--- config.mk ---
export PLATFORM = sky130hd
export DESIGN_NAME = nts_api_bus_bridge
export DESIGN_NICKNAME = d
export VERILOG_FILES = /design/src/rtl/nts_api_bus_bridge.sv
export SDC_FILE = /design/constraint.sdc
export NUM_CORES = 1
export LEC_CHECK = 0
export BUFFER_PORTS_ARGS = -buffer_cell sky130_fd_sc_hd__buf_2
export CAP_MARGIN = 20
export CORE_UTILIZATION = 40
export CTS_CLUSTER_SIZE = 24
export DETAILED_ROUTE_END_ITERATION = 10
export PLACE_DENSITY_LB_ADDON = 0.1
export SYNTH_ARGS = -nofsm -noshare
export SYNTH_HDL_FRONTEND = slang
export SYNTH_SLANG_ARGS = --single-unit
--- constraint.sdc ---
create_clock -name i_clk -period 4.9 [get_ports i_clk]
set_input_delay 0.245 -clock i_clk [delete_from_list [all_inputs] [get_ports i_clk]]
set_output_delay 0.245 -clock i_clk [all_outputs]
set_load 0.01 [all_outputs]
--- src/rtl/nts_api_bus_bridge.sv ---
// Host bus to NTS API decoder bridge: one registered chip-select transaction per
// accepted request, with read-latency hold, read-data capture and range checking.
module nts_api_bus_bridge #(
  parameter logic [11:0] ADDR_LAST    = 12'h1FF,
  parameter int unsigned READ_LATENCY = 0
) (
  input  logic        i_clk,
  input  logic        i_areset,
  input  logic        i_bus_req,
  input  logic        i_bus_we,
  input  logic [11:0] i_bus_addr,
  input  logic [31:0] i_bus_wdata,
  output logic        o_bus_busy,
  output logic        o_bus_ack,
  output logic        o_bus_err,
  output logic [31:0] o_bus_rdata,
  output logic [15:0] o_err_count,
  output logic        o_api_cs,
  output logic        o_api_we,
  output logic [11:0] o_api_address,
  output logic [31:0] o_api_write_data,
  input  logic [31:0] i_api_read_data
);

  localparam logic [1:0] IDLE  = 2'd0;
  localparam logic [1:0] ISSUE = 2'd1;
  localparam logic [1:0] WAIT  = 2'd2;
  localparam logic [1:0] ACK   = 2'd3;

  logic [1:0] state;
  logic       we_q;
  logic       err_q;
  logic [2:0] wait_cnt;
  logic       addr_bad;

  assign addr_bad = (i_bus_addr > ADDR_LAST);

  // cs/we are registered one state ahead so they are high exactly during ISSUE/WAIT.
  always_ff @(posedge i_clk or posedge i_areset) begin
    if (i_areset) begin
      state            <= IDLE;
      we_q             <= 1'b0;
      err_q            <= 1'b0;
      wait_cnt         <= '0;
      o_bus_busy       <= 1'b0;
      o_bus_ack        <= 1'b0;
      o_bus_err        <= 1'b0;
      o_bus_rdata      <= '0;
      o_err_count      <= '0;
      o_api_cs         <= 1'b0;
      o_api_we         <= 1'b0;
      o_api_address    <= '0;
      o_api_write_data <= '0;
    end else begin
      o_bus_ack <= 1'b0;
      case (state)
        IDLE: begin
          if (i_bus_req) begin
            we_q             <= i_bus_we;
            err_q            <= addr_bad;
            o_api_address    <= i_bus_addr;
            o_api_write_data <= i_bus_wdata;
            o_api_cs         <= !addr_bad;
            o_api_we         <= i_bus_we && !addr_bad;
            o_bus_busy       <= 1'b1;
            state            <= ISSUE;
          end
        end
        ISSUE: begin
          wait_cnt <= 3'(READ_LATENCY);
          if (err_q) begin
            if (o_err_count != 16'hFFFF)
              o_err_count <= o_err_count + 16'd1;
            if (!we_q)
              o_bus_rdata <= '0;
            o_bus_ack <= 1'b1;
            o_bus_err <= 1'b1;
            state     <= ACK;
          end else if (we_q || READ_LATENCY == 0) begin
            if (!we_q)
              o_bus_rdata <= i_api_read_data;
            o_api_cs  <= 1'b0;
            o_api_we  <= 1'b0;
            o_bus_ack <= 1'b1;
            o_bus_err <= 1'b0;
            state     <= ACK;
          end else begin
            state <= WAIT;
          end
        end
        WAIT: begin
          if (wait_cnt == 3'd1) begin
            o_bus_rdata <= i_api_read_data;
            o_api_cs    <= 1'b0;
            o_bus_ack   <= 1'b1;
            o_bus_err   <= 1'b0;
            state       <= ACK;
          end else begin
            wait_cnt <= wait_cnt - 3'd1;
          end
        end
        default: begin
          o_bus_err  <= 1'b0;
          o_bus_busy <= 1'b0;
          state      <= IDLE;
        end
      endcase
    end
  end

endmodule

# Word-level counts from Yosys, hierarchy flattened

Cells that the tools add are included.

Bits in registers: 104
Input bits: 80
Word-level logic and storage cells: 65

$add $sub $neg: 2
Order comparisons: 1
Eq/ne operators: 9
Mux-type cells: 22
Bitwise gates (word level): 2
Reduce and logical (&&, ||, !) cells: 16

Operators with widths:

| cell                  | number |
|---|---|
| $mux 32               | 4 |
| $pmux 32 s2           | 1 |
| $add 16x1->16 const B | 1 |
| $ne 16x16->1 const B  | 1 |
| $gt 12x9->1 const B   | 1 |
| $ne 2x2->1 const B    | 5 |
| $reduce_and 2->1      | 5 |
| $reduce_and 3->1      | 3 |
| $mux 1                | 7 |
| $pmux 1 s2            | 3 |
| $pmux 1 s3            | 2 |
| $pmux 2 s3            | 1 |
| $pmux 3 s2            | 1 |
| $mux 2                | 2 |
| $reduce_and 4->1      | 1 |
| $reduce_bool 2->1     | 2 |
| $eq 3x1->1 const B    | 1 |
| $mux 3                | 1 |
| $reduce_bool 3->1     | 1 |
| $sub 3x1->3 const B   | 1 |
| $eq 2x1->1 const B    | 1 |
| $eq 2x2->1 const B    | 1 |
| $logic_not 2->1       | 1 |
| $not 1->1             | 2 |
| other kinds (3)       | 3 |

# Logic depth before layout (Yosys ltp)

Gate-level depths: netlist (run 1).

Depth in word-level cells: 5
Depth in mapped cells: 8

# Least setup slack after synthesis (run 1)

OpenSTA, ideal clock, no wires.

Path kind: reg2reg
From: register state[1]
To: register o_err_count[15]
Data arrival time: 1.793 ns
Slack: 2.980 ns
Stages on the path, launching flop included: 7
Buffers on the path: 0
Cells stage by stage: dfrtp_1 -> inv_1 -> ha_1 -> nand2_4 -> or4_4 -> nor2_1 -> mux2_1

Word-level cells in the longest chain between the ends: 2

Ends and longest elaborated chain:

| what                              | RTL line | text |
|---|---|---|
| start, declared                   | 30       | `logic [1:0] state;` |
| start signal, assigned            | 41       | `state <= IDLE;` |
| start signal, assigned            | 66       | `state <= ISSUE;` |
| start signal, assigned            | 78       | `state <= ACK;` |
| $eq 2x1->1                        | 56       | `case (state)` |
| $reduce_and 3->1 (no source line) | n/a      |  |
| end signal, assigned              | 73       | `o_err_count <= o_err_count + 16'd1;` |
| end, declared                     | 17       | `output logic [15:0] o_err_count,` |

No other way between the ends.
A chain may end at the register's enable or synchronous reset.

# Worst setup path after layout (run 1)

From: register state[1]
To: register o_bus_rdata[25]

Word-level cells in the longest chain between the ends: 3

Ends and longest elaborated chain:

| what                                                                    | RTL line | text |
|---|---|---|
| $eq 2x1->1 / $eq 2x2->1 (equally long branches)                         | 56       |  |
| $ne 2x2->1 (no source line) / $reduce_bool 2->1 (equally long branches) | n/a      |  |
| $reduce_and 3->1 (no source line)                                       | n/a      |  |
| end signal, assigned                                                    | 81       | `o_bus_rdata <= i_api_read_data;` |
| end signal, assigned                                                    | 93       | `o_bus_rdata <= i_api_read_data;` |
| end, declared                                                           | 16       | `output logic [31:0] o_bus_rdata,` |

Several ways; a longest one is shown, not always the timed one.

==> impl_metrics.ini, run 1 <==
[logic_synthesis]
synth_area_mm2 = 0.004305
yosys_warnings = 0
synthDistinctLibCells = 40
synthTopCellsByArea = dfrtp_1 60%, mux2_2 12%, nand2_1 6.6%, o21ai_1 2.3%, o21ai_0 2.1%
synth_nets = 455
synth.top_cells.by_count = 104 x dfrtp_1, 76 x nand2_1, 47 x mux2_2
netlist_instances = 368
synth_edf_count = 0
ys_seq_area_share_pct = 60.45
synthDominantCellAreaShare_pct = 60.45
avgSynthCellArea_um2 = 11.70
yosysMostFrequentCell = dfrtp_1
async_flop_share_pct = 100.0
synth-main-ff-cell = dfrtp_1
synth.largest_area_cell = dfrtp_1
synth.ff_latch_count = 104

[hold_path]
min-delay-path-class = input pin to register
holdPathStages = 3

[global_routing]
grt_pass1_wl_um = 14940
grt_pass1_vias = 3264
overflow = 0
grt_max_degree = 65
antenna_found_initial = 0
grt_use_total_pct = 16.66

[power]
power.density_mw_per_mm2 = 608.9
finalPower_w = 0.003366
ir_drop_uv = 306.5
internal-power_w = 0.002050
clock_power_share_pct = 14.6
p_switching_w = 0.001316
power_frac_seq_pct = 42.4
swShare_pct = 39.09
pwr-share-comb_pct = 43.0
leakagePower_nw = 2.857

[routing]
wl_um = 9128
routedWlPerCell_um = 13.35
dr.pass1.iters = 4
drt_iter0_drc = 140
post-route-drc-count = 0
num_vias = 3234
via_per_inst = 4.728
ant_nets = 0

[placed_design]
gp_congestion = 0.7219
dpl.cell_count = 665
hpwlAfterDp_um = 6363
port_buffers = 176

[clocking]
clock_latency_ps = 360
clkTransAtPathRegs_ps = 110
cts_root_buf = clkbuf_8
cts.sinks = 104
post_cts_buffers = 0
clock_tree.htree_level_count = 3
cts_buffers = 9
cts_tree = built
cts_buffer_depth = 2

[timing]
worstMarginPinSlew_ps = 928.8
clock_skew_ps = 15.83
timing.final.crit_share_pct = 43.31
setup-tns-final_ps = 0
setup_viol = 0
hold_violations = 0
whs_ps = 101.3
fmax_mhz = 471.2
slew_viol_final = 0
period_minus_slack_ps = 2122
slew_headroom_pct = 38.08
rsz0062_at_grt = no

[finish]
fin_cells = 684
drive_gt1_share_pct = 46.35
area_growth_pct = 28.39
post-route-util_pct = 53.31
final_nets = 630
n_antenna_cell = 0

[setup_path]
path_max_fanout = 64
cp-startpoint = state[1]
cp.depth = 5
r2r_start = state[1]
r2r-end = o_bus_rdata[25]
cp_slowest_cell = a211o_2
cp.required_ps = 5100
r2r_cells = 5
startpoint_type = register
cpPeakStageDelay_ps = 700
crit_buf_inv = 1
ff2ff_setup_slack_ps = 2780
end_kind = register
arrival_ps = 2320
crit_family = compound AO/OA/AOI/OAI gates
crit_end = o_bus_rdata[25]
path_class = register to register
cp_cell_sequence = inv_1 > ha_1 > and2_1 > a211o_2 > o21ai_0

[floorplanning]
start_util_pct = 41.52
dieArea_mm2 = 0.01118
core_mm2 = 0.01037
placementRows = 37
fp.dieW_um = 105.7
die-height_um = 105.7
io_pins = 177

[job]
maxCapViolCount = 0

[status]
status = completed
-- power groups by stage --
stage | Sequential, W | Clock, W | Combinational, W
after floorplan | 0.00160 | 0 | 0.000750
after global placement | 0.00143 | 0 | 0.00142
after detailed placement | 0.00144 | 0 | 0.00145
after CTS | 0.00143 | 0.000518 | 0.00145
after global routing | 0.00148 | 0.000547 | 0.00162
final | 0.00143 | 0.000492 | 0.00145
-- logic make-up (layout without fill, tap and decap cells) --
logic type / count (synthesis) / after routing / share of synthesized area, %
compound gates: 51 / 51 / 6.568
simple gates: 120 / 120 / 13.31
fa+ha+maj: 7 / 7 / 2.034
buf+inv: 25 / 205 / 2.296
xor+xnor: 12 / 12 / 2.441
mux: 49 / 49 / 12.90
flops: 104 / 104 / 60.45
-- how the worst min path moves through the flow --
stage	from	endpoint	slack [ps]
final	i_api_read_data[13]	o_bus_rdata[13]	100
after floorplan	i_api_read_data[0]	o_bus_rdata[0]	370
after detailed placement	i_areset	o_api_address[7]	390
after global placement	i_areset	o_api_address[7]	390
after CTS	i_api_read_data[13]	o_bus_rdata[13]	80
after global routing	i_api_read_data[13]	o_bus_rdata[13]	80
-- routing by layer --
layer  share of wire [%]  up-vias  track usage (%)  wire length (um)
li1                    -     1594                -                 -
met4                 1.1        0            5.655               103
met2                  47      104            27.73              4292
met1                  45     1527            20.93              4071
met3                 7.2        9            4.515               660
met5                   0        -                0                 0
-- metrics by stage --
| step | worst slack (ps) | instance area, um^2 |
|---|---|---|
| finish | 2778 | 5528 |
| global route | 2465 | 5528 |
| CTS | 2731 | 5493 |
| detailed placement | 2772 | 5305 |
| global placement | 2818 | 5305 |
| floorplan | 1923 | 4305 |
-- area by class of cell --
class,count,area (um^2)
timing repair buffer,180,933.4
tap,136,170.2
fill,999,4842
inverter,9,36.28
clock inverter,7,53.80
multi-input combinational,239,1608
clock buffer,9,123.9
sequential,104,2603
-- cell usage in the layout (no fill, tap or decap), drive strengths merged --
cell type	Yosys	routed
a31oi	2	2
clkbuf	11	9
o31ai	1	1
nor4	7	7
o21ba	1	1
ha	7	7
nand3	7	7
nor2	9	9
nor2b	2	2
inv	9	12
a22o	1	1
or3	2	2
dfrtp	104	104
mux2	49	49
xor2	10	10
nand4	4	4
nor3b	1	1
nand2	77	77
dlygate4sd3	0	1
and2	2	2
o41ai	1	1
nand2b	1	1
o22a	1	1
xnor2	2	2
a211o	1	1
or4	1	1
a21oi	4	4
clkinv	0	4
buf	5	179
o21a	1	1
and4	1	1
nor3	6	6
o21ai	38	38
-- worst register-to-register path, stage by stage (launching register included) --
cell and delay (ps):
dfrtp_1 410, inv_1 100, ha_1 340, and2_1 180, a211o_2 700, o21ai_0 260
-- registers in the layout (all words and copies together), names as in the netlist --
signal	flops
we_q	1
o_api_write_data	32
o_api_we	1
wait_cnt	3
o_bus_err	1
o_bus_rdata	32
state	2
o_bus_busy	1
o_bus_ack	1
o_api_cs	1
err_q	1
o_err_count	16
o_api_address	12
-- what timing repair did --
item	in CTS	in global routing
resized for setup	0	0
hold endpoints to repair	20	0
hold buffers	1	0
endpoints found under the setup margin	0	0
Note: power is estimated with default switching activity, not from simulation.
==> run 2: changes to the inputs <==
==> constraint.sdc (replaced) <==
create_clock -name i_clk -period 1.85 [get_ports i_clk]
set_input_delay 0.0925 -clock i_clk [delete_from_list [all_inputs] [get_ports i_clk]]
set_output_delay 0.0925 -clock i_clk [all_outputs]
set_load 0.01 [all_outputs]
==> run 2 against run 1 <==
- design area up 17%
- global-route usage grew 2.9 points
- largest cell class unchanged
- register-to-register slack lost 2700 ps
- sequential power grew to 2.6 times the previous value
- non-clock buffer count up 91
- largest power group unchanged
- critical endpoint is now o_err_count[15]
- clock skew shrank 3.0 ps
==> impl_metrics.ini, run 2 (synthesized netlist as in run 1, its figures left out) <==
[global_routing]
grt_pass1_wl_um = 17250
grt_use_total_pct = 19.59
antenna_found_initial = 0
overflow = 0
grt_pass1_vias = 3726
grt_max_degree = 65

[timing]
fmax_mhz = 558.8
clock_skew_ps = 12.85
rsz0062_at_grt = yes
setup_viol = 0
worstMarginPinSlew_ps = 683.8
slew_viol_final = 0
slew_headroom_pct = 54.31
timing.final.crit_share_pct = 96.73
whs_ps = 156.0
period_minus_slack_ps = 1789
hold_violations = 0

[setup_path]
path_max_fanout = 3
arrival_ps = 2040
startpoint_type = register
cp.required_ps = 2100
crit_family = simple AND/OR/NAND/NOR gates
cpPeakStageDelay_ps = 510
path_class = register to register
cp_cell_sequence = inv_1 > ha_4 > nand2_4 > or4_4 > nor2_1 > mux2_1
r2r_start = state[1]
crit_buf_inv = 1
cp_slowest_cell = or4_4
cp-startpoint = state[1]
end_kind = register

[placed_design]
dpl.cell_count = 681
gp_congestion = 0.7874
hpwlAfterDp_um = 6876
port_buffers = 176

[routing]
drt_iter0_drc = 124
dr.pass1.iters = 4
routedWlPerCell_um = 13.36
ant_nets = 0
post-route-drc-count = 0
num_vias = 3614
via_per_inst = 4.663
wl_um = 10360

[finish]
drive_gt1_share_pct = 42.10
fin_cells = 775
post-route-util_pct = 62.46
reg.largest.list = o_api_write_data (32), o_bus_rdata (32), o_err_count (16)
final_cell_mix = 176 x buf_2, 104 x dfrtp_1, 78 x dlygate4sd3_1, 75 x nand2_1, 47 x mux2_2
layout_commonest_cell = buf_2
n_antenna_cell = 0
area_growth_pct = 50.45
final_nets = 721

[clocking]
cts_buffers = 9
clkTransAtPathRegs_ps = 90
cts_tree = built
cts_buffer_depth = 2
cts_root_buf = clkbuf_8
clock_tree.htree_level_count = 3
clock_latency_ps = 360
cts.sinks = 104

[power]
p_switching_w = 0.003549
leakagePower_nw = 3.255
internal-power_w = 0.005843
clock_power_share_pct = 14.7
ir_drop_uv = 733.3
pwr-share-comb_pct = 45.1
swShare_pct = 37.79
power.density_mw_per_mm2 = 1450
power_frac_seq_pct = 40.2

[floorplanning]
die-height_um = 105.7
start_util_pct = 41.52
fp.dieW_um = 105.7
dieArea_mm2 = 0.01118
core_mm2 = 0.01037
io_pins = 177
placementRows = 37

[hold_path]
hold_path_startpoint = i_bus_req
min-delay-path-class = input pin to register

[job]
maxCapViolCount = 0

[status]
status = completed
==> run 2: timing repair <==
item                                   in CTS  in global routing
hold buffers                               78                  0
buffers inserted                            0                  0
resized for setup                           0                  1
endpoints found under the hold margin     102                  0
setup endpoints to repair                   0                  7
==> run 2: layout make-up <==
class	instances	area [um^2]
sequential	104	2603
inverter	9	37.54
timing repair buffer	271	1852
tap	136	170.2
clock buffer	9	123.9
fill	859	3892
clock inverter	7	71.32
multi-input combinational	239	1620
==> run 2: power by group through the flow <==
stage               registers (W)  clock network, W  logic, W
floorplan                 0.00424                 0   0.00201
global placement          0.00376                 0   0.00405
detailed placement        0.00381                 0   0.00412
CTS                       0.00377           0.00145   0.00426
global route              0.00391           0.00153   0.00471
finish                    0.00378           0.00138   0.00424
==> run 2: metrics by stage <==
stage / area, um^2 / total power [W] / setup WS, ps / setup TNS [ps]
2_1_floorplan: 4322 / 0.006248 / 30.94 / 0
3_3_place_gp: 5502 / 0.007807 / 88.60 / 0
3_5_place_dp: 5502 / 0.007930 / 43.11 / 0
4_1_cts: 6477 / 0.009472 / 39.90 / 0
5_1_grt: 6477 / 0.01014 / -72.57 / -259.0
6_report: 6477 / 0.009392 / 60.58 / 0
==> run 2: worst paths after layout <==
path	end	slack (ps)	cells after the start
max	o_err_count[15]	60	6
min	o_bus_busy	160	3
max reg2reg	o_err_count[15]	60	6
min reg2reg	o_bus_rdata[19]	480	2
max in group asynchronous	state[0]	850	4
min in group asynchronous	o_api_write_data[26]	380	3
==> run 2: routing by layer <==
| layer | up-vias | track usage (%) | routed length (um) |
|---|---|---|---|
| met4 | 0 | 8.333 | 161 |
| met1 | 1689 | 24.82 | 4664 |
| met2 | 130 | 32.26 | 4817 |
| met5 | - | 0 | 0 |
| li1 | 1782 | - | - |
| met3 | 13 | 4.391 | 714 |
==> run 2: worst reg2reg max path, stage by stage, from the launching register on <==
cell,delay [ps]
dfrtp_1,410
inv_1,130
ha_4,160
nand2_4,40
or4_4,510
nor2_1,120
mux2_1,320
==> run 3: changes to the inputs <==
==> constraint.sdc (replaced) <==
create_clock -name i_clk -period 2 [get_ports i_clk]
set_input_delay 0.1 -clock i_clk [delete_from_list [all_inputs] [get_ports i_clk]]
set_output_delay 0.1 -clock i_clk [all_outputs]
set_load 0.01 [all_outputs]
==> run 3 against run 2 <==
- first-iteration DRC count up 27%
- largest cell class unchanged
- design area down 0.99%
- register-to-register slack better by 70 ps
- sequential cell count unchanged
- cell count down 0.52%
- hold slack worse by 24 ps
- sequential share of layout area up 0.40 points
- critical endpoint unchanged
- largest power group unchanged
- maximum frequency down 4.4%
- clock power down 9%
- non-clock buffer count down 4
- clock skew up 2.7 ps
==> impl_metrics.ini, run 3 (synthesized netlist as in run 1, its figures left out) <==
[finish]
regArea_mm2 = 0.002603
multi_input_area_mm2 = 0.001608
drive_gt1_share_pct = 41.57
final_nets = 717
post-route-util_pct = 61.85
fin_cells = 771
n_antenna_cell = 0
area_growth_pct = 48.97
layout_commonest_cell = buf_2
reg.largest.list = o_api_write_data (32), o_bus_rdata (32), o_err_count (16)
final_cell_mix = 176 x buf_2, 104 x dfrtp_1, 78 x dlygate4sd3_1, 75 x nand2_1, 47 x mux2_2
fill_cells = 864

[routing]
ant_nets = 0
drt_iter0_drc = 158
post-route-drc-count = 0
wl_um = 9953
num_vias = 3573
via_per_inst = 4.634
dr.pass1.iters = 4
routedWlPerCell_um = 12.91

[floorplanning]
dieArea_mm2 = 0.01118
core_mm2 = 0.01037
fp.dieW_um = 105.7
start_util_pct = 41.52
die-height_um = 105.7
io_pins = 177
placementRows = 37

[timing]
slew_headroom_pct = 64.03
hold_violations = 0
setup-tns-final_ps = 0
timing.final.ws_setup_ps = 128.1
timing.final.crit_share_pct = 93.59
slew_viol_final = 0
period_minus_slack_ps = 1872
rsz0062_at_grt = no
fmax_mhz = 534.2
worstMarginPinSlew_ps = 538.5
clock_skew_ps = 15.54
setup_viol = 0

[placed_design]
dpl.cell_count = 677
gp_congestion = 0.7576
hpwlAfterDp_um = 6514
port_buffers = 176
pre_cts_ws_ps = 116.1

[global_routing]
grt_use_total_pct = 18.88
grt_pass1_vias = 3686
grt_max_degree = 49
grt_pass1_wl_um = 16970
antenna_found_initial = 0
overflow = 0

[setup_path]
cp.required_ps = 2260
path_class = register to register
arrival_ps = 2130
end_kind = register
ff2ff_setup_slack_ps = 130
startpoint_type = register
path_max_fanout = 4

[clocking]
cts_tree = built
clock_latency_ps = 360
cts_root_buf = clkbuf_8
cts_buffers = 9
cts_resized = 0
clock_tree.htree_level_count = 3
clkTransAtPathRegs_ps = 110
cts_buffer_depth = 2
cts.sinks = 104
post_cts_buffers = 0
holdBufCountCts = 78

[hold_path]
min-delay-path-class = input pin to register

[power]
power.density_mw_per_mm2 = 1341
leakagePower_nw = 3.231
ir_drop_uv = 784.2
finalPower_w = 0.008602

[status]
status = completed

[job]
maxCapViolCount = 0
==> run 3: cell types whose count changed in the layout (fill, tap and decap cells not counted), sizes merged <==
cell / before / now
clkinv: 2 / 1
inv: 9 / 12
buf: 193 / 189
bufinv: 1 / 0
clkinvlp: 4 / 3
==> run 3: layer usage <==
metal | track usage, % | vias to the layer above | part of all wire, %
met5 | 0 | - | 0
met4 | 5.853 | 0 | 1.4
met3 | 4.329 | 14 | 6.1
met2 | 31.70 | 115 | 48
met1 | 24.22 | 1660 | 44
li1 | - | 1784 | -
==> run 3: worst paths after layout <==
check,start,to,depth (start not counted)
setup reg to reg,state[1],o_err_count[15],6
min in group asynchronous,i_areset,o_bus_rdata[18],3
max in group asynchronous,i_areset,o_bus_ack,4
hold reg to reg,o_bus_rdata[19],o_bus_rdata[19],2
hold / removal,i_bus_req,o_bus_busy,3
setup / recovery,state[1],o_err_count[15],6
==> run 3: stage by stage <==
step,cell area (um^2),hold slack [ps]
floorplan,4309,227.3
global placement,5446,189.0
detailed placement,5446,190.0
CTS,6414,119.1
global route,6414,154.8
finish,6414,131.9
==> run 3: critical path, stage by stage, from the launching register on <==
cell and delay, ps:
dfrtp_1 410, inv_1 100, ha_1 210, nand2_4 60
or4_4 550, nor2_1 130, mux2_1 320
==> run 3: layout make-up <==
type	count	share of cell area [%]
clock buffer	9	1.931
clock inverter	7	0.9754
timing repair buffer	267	28.21
multi-input combinational	239	25.07
tap	136	2.653
inverter	9	0.5853
sequential	104	40.58
==> run 3: where the power goes <==
group	switching [W]	internal (W)	total (W)
combinational	0.00207	0.00179	0.00386
sequential	0.000494	0.00300	0.00349
clock	0.000768	0.000482	0.00125
